**src/rtl/instr_fetch_unit.sv**
```systemverilog
// Fetch stage of the KGPminiRISC multicycle core: PC, imem handshake, IR and field split.
// Latency: a word accepted at edge N (imem_ready=1 in FETCH) is presented with instr_valid=1 after edge N.
// Backpressure: the presented instruction is held in HOLD while stall=1; memory wait states keep FETCH asserted.
//
// Ports:
//   clk, rst                  rising-edge clock, synchronous active-high reset
//   imem_req/imem_addr        fetch request and byte address (always equals pc)
//   imem_rdata/imem_ready     returned word and its qualifier
//   stall                     downstream cannot consume the presented instruction
//   branch_taken/target       redirect; overrides any same-cycle fetch completion
//   instr_valid/instr/instr_pc latched instruction and the address it came from
//   opcode/rs/rt/imm16        combinational slices of instr
module instr_fetch_unit #(
    parameter logic [31:0] RESET_PC = 32'h0000_0000,
    parameter logic [31:0] PC_STEP  = 32'd4
) (
    input  logic        clk,
    input  logic        rst,
    output logic        imem_req,
    output logic [31:0] imem_addr,
    input  logic [31:0] imem_rdata,
    input  logic        imem_ready,
    input  logic        stall,
    input  logic        branch_taken,
    input  logic [31:0] branch_target,
    output logic        instr_valid,
    output logic [31:0] instr,
    output logic [31:0] instr_pc,
    output logic [5:0]  opcode,
    output logic [4:0]  rs,
    output logic [4:0]  rt,
    output logic [15:0] imm16
);

    typedef enum logic [1:0] {
        S_IDLE  = 2'd0,
        S_FETCH = 2'd1,
        S_HOLD  = 2'd2
    } state_t;

    state_t      r_state;
    logic [31:0] r_pc;
    logic [31:0] r_instr;
    logic [31:0] r_instr_pc;
    logic        r_instr_valid;
    logic        r_imem_req;

    always_ff @(posedge clk) begin
        if (rst) begin
            r_state       <= S_IDLE;
            r_pc          <= RESET_PC;
            r_instr       <= 32'h0;
            r_instr_pc    <= 32'h0;
            r_instr_valid <= 1'b0;
            r_imem_req    <= 1'b0;
        end else if (branch_taken) begin
            // Redirect wins over a same-cycle memory return: the word is dropped,
            // instr/instr_pc keep their stale contents but are marked invalid.
            r_pc          <= {branch_target[31:2], 2'b00};
            r_instr_valid <= 1'b0;
            r_state       <= S_FETCH;
            r_imem_req    <= 1'b1;
        end else begin
            case (r_state)
                S_IDLE: begin
                    r_state    <= S_FETCH;
                    r_imem_req <= 1'b1;
                end
                S_FETCH: begin
                    if (imem_ready) begin
                        r_instr       <= imem_rdata;
                        r_instr_pc    <= r_pc;
                        r_pc          <= r_pc + PC_STEP; // wraps modulo 2^32
                        r_instr_valid <= 1'b1;
                        r_state       <= S_HOLD;
                        r_imem_req    <= 1'b0;
                    end
                end
                S_HOLD: begin
                    if (!stall) begin
                        r_instr_valid <= 1'b0;
                        r_state       <= S_FETCH;
                        r_imem_req    <= 1'b1;
                    end
                end
                default: begin
                    r_state       <= S_IDLE;
                    r_instr_valid <= 1'b0;
                    r_imem_req    <= 1'b0;
                end
            endcase
        end
    end

    assign imem_req    = r_imem_req;
    assign imem_addr   = r_pc;
    assign instr_valid = r_instr_valid;
    assign instr       = r_instr;
    assign instr_pc    = r_instr_pc;
    assign opcode      = r_instr[31:26];
    assign rs          = r_instr[25:21];
    assign rt          = r_instr[20:16];
    assign imm16       = r_instr[15:0];

endmodule

```
**config.mk**
```make
export PLATFORM = sky130hd
export DESIGN_NAME = instr_fetch_unit
export DESIGN_NICKNAME = d
export VERILOG_FILES = /design/src/rtl/instr_fetch_unit.sv
export SDC_FILE = /design/constraint.sdc
export NUM_CORES = 1
export LEC_CHECK = 0
export CAP_MARGIN = 10
export CORE_ASPECT_RATIO = 1.1
export CORE_MARGIN = 1
export CORE_UTILIZATION = 30
export DETAILED_ROUTE_END_ITERATION = 10
export DONT_BUFFER_PORTS = 1
export RECOVER_POWER = 50
export SLEW_MARGIN = 20
export SYNTH_ARGS = -nofsm -noshare
export SYNTH_HDL_FRONTEND = slang
export SYNTH_SLANG_ARGS = --single-unit
```
**constraint.sdc**
```tcl
create_clock -name clk -period 3.15 [get_ports clk]
set_clock_uncertainty 0.2 [all_clocks]
set_input_delay 0.63 -clock clk [delete_from_list [all_inputs] [get_ports clk]]
set_output_delay 0.63 -clock clk [all_outputs]
set_load 0.02 [all_outputs]
```
==> qor.txt <==
outcome = finished, final reports clean
syn avg cell area = 7.85 µm²
Clock Latency Late Sink = 0.35 ns
initial antenna violation count = 0
Post-Syn Instances = 547
Finished Layout Cells = 694
Detail Placement HPWL = 8480 µm
initial core utilization = 30.9%
Power Dens Cells = 591 nW/µm²
die area = 14,800 µm²
Async SR Flop Fraction = 0%
routability cong. = 0.770
flops & latches, synth = 96
Bufs and invs on worst path = 1
Area Growth Syn to Fin = 5.13%
hold_buf cts = 0
area fraction of the dominant cell type after synthesis = 44.8%
post_cts resized = 0
row count = 45
layout cells sized above 1 = 4.74%
top cells by area, synth = dfxtp_1 45%, nand2_1 12%, a21oi_1 8.3%
Max FO, Critical Path = 13
Hold WC Path Type = primary input to flip-flop
Cell Area, Synth = 4290 µm²
CP Class = flip-flop to flip-flop
P_leak = 1.44 nW
worst path cell trace = clkbuf_1, nand2_1, or4_1, or4_1, a311oi_1
Critical Path AT = 2.87 ns
setup TNS = 0 ns
Vias = 3,668
CTS root buffer = clkbuf_16
Synth Warn # = 0
DRC viols = 0
post-synth cell types = 40
slowest CP cell = or4_1
placed cell area = 4260 µm²
first-pass GRT wire length = 17,400 µm
Req. time, crit path = 3.22 ns
largest net degree at the start of global routing = 99
DRT Pass-1 Iters = 6
CP delay by family, top = simple AND/OR/NAND/NOR gates
DIE HEIGHT = 127 µm
crit path capture type = flip-flop
CORE AREA = 13,900 µm²
Final Setup Violations = 0
vias in the first global route = 3,201
WL/cell = 17.0 µm
GRT overflow = 0
Largest stage delay, worst path = 0.76 ns
final hold viol count = 0
Synth Flop Type = dfxtp_1
CTS Buffer Depth = 2
number of DRC violations after detailed-routing iteration 0 = 157
Max Fclk = 357 MHz
Post-synth EDFFs = 0
Finished Core Util = 32.5%
Peak VDD IR = 0.000262 V
final net count = 572
via-per-instance ratio = 5.29
RSZ-0062 raised after global routing = no
final wirelength = 11,800 µm
ANT nets after route = 0
Tot Pwr = 2.67 mW
Max Cap Violations = 0
Critical Path Start Type = flip-flop
die width = 116 µm
most used cell, CP = or4_1
Post-CTS Setup Bufs = 0
Rel. slew slack = 25.5%
diodes inserted = 0
Worst Tran Pin Value = 1.12 ns
register area share after synthesis = 44.8%
CTS clk-pin slew, worst paths = 0.07 ns
Yosys top cell by area = dfxtp_1
placed insts = 679
CTS tree = built
final worst path period share = 88.9%
CTS sink count = 96
Num CTS Buffers = 9
Final Cell Area = 4510 µm²
all-layer global routing usage = 15.8%
Final min period = 2.80 ns
H-tree depth = 3
port bufs = 0
fin. max-slew vios = 0
IO Pins = 199
cells in the final DEF (no fill, tap or decap), types with 4 or more instances in the layout:
master / synthesis / final
a211oi_1: 11 / 11
a21oi_1: 71 / 71
a311oi_1: 10 / 10
and4_1: 5 / 5
clkbuf_1: 35 / 10
clkbuf_16: 0 / 9
conb_1: 1 / 4
dfxtp_1: 96 / 96
inv_1: 13 / 13
nand2_1: 141 / 140
nand3_1: 12 / 12
nand4_1: 6 / 6
nor2_1: 27 / 26
nor3_1: 7 / 7
nor4_1: 10 / 10
o21ai_0: 10 / 10
o31a_1: 7 / 7
or3_1: 4 / 4
or4_1: 5 / 5
xnor2_1: 7 / 7
cell families after synthesis:
logic type / synth area share (%)
fa+ha+maj: 0.291
buf+inv: 10.7
simple gates: 24.8
xor+xnor: 1.84
compound gates: 17.5
flops: 44.8
other cells: 0.0873
per-layer routing:
metal / wire [µm] / vias up / GRT usage (%) / part of all wire [%]
met5: 0 / - / 0 / 0
met3: 1080 / 22 / 5.98 / 9.1
met2: 5590 / 176 / 25.2 / 47
met1: 4890 / 1709 / 18.4 / 41
met4: 270 / 0 / 7.77 / 2.3
li1: - / 1761 / - / -
final timing paths:
check                     start  cells after the start            end  slack [ns]
setup / recovery  imem_addr[13]                      5  imem_addr[25]        0.35
hold / removal              rst                      1   imem_addr[6]        0.14
setup reg to reg  imem_addr[13]                      5  imem_addr[25]        0.35
hold reg to reg     instr_pc[7]                      2    instr_pc[7]        0.35
power by group:
group	switching, mW	leakage (nW)	internal (mW)
logic	0.103	0.516	0.0603
clock network	0.490	0.142	0.617
registers	0.135	0.785	1.26
worst reg2reg max path, delay by kind of cell (launching register included):
kind                   cells  cell delay (ns)
and+or+nand+nor            3             1.55
buffers and inverters      1             0.40
DFF                        1             0.31
AOI/OAI and AO/OA          1             0.25
synthesized netlist by cell type (all sizes together), types with 4 or more instances:
cell / number
and4: 5
nand2: 141
nand3: 12
a211oi: 11
or4: 6
nor3: 7
nor2: 27
clkbuf: 35
dfxtp: 96
o21ai: 10
xnor2: 7
a21oi: 71
nor4: 10
a311oi: 10
o31a: 7
inv: 13
buf: 38
or3: 4
nand4: 7
registers in the layout, indices dropped and copies added (netlist names):
signal,cells
r_state,2
instr,32
instr_valid,1
imem_addr,30
instr_pc,30
imem_req,1
through the flow:
stage | hold slack [ns] | worst slack [ns]
after global routing | 0.122 | 0.237
after floorplan | 0.335 | 0.781
after detailed placement | 0.347 | 0.448
final | 0.142 | 0.350
after global placement | 0.341 | 0.481
after CTS | 0.128 | 0.434
cell type report:
class	instances	area (µm²)
Timing Repair Buffer	14	80.1
Clock inverter	6	68.8
Multi-Input combinational cell	368	1930
Fill cell	1520	9390
Clock buffer	9	225
Tap cell	188	235
Inverter	13	48.8
Sequential cell	96	1920
Power figures use the tool's default switching activity.
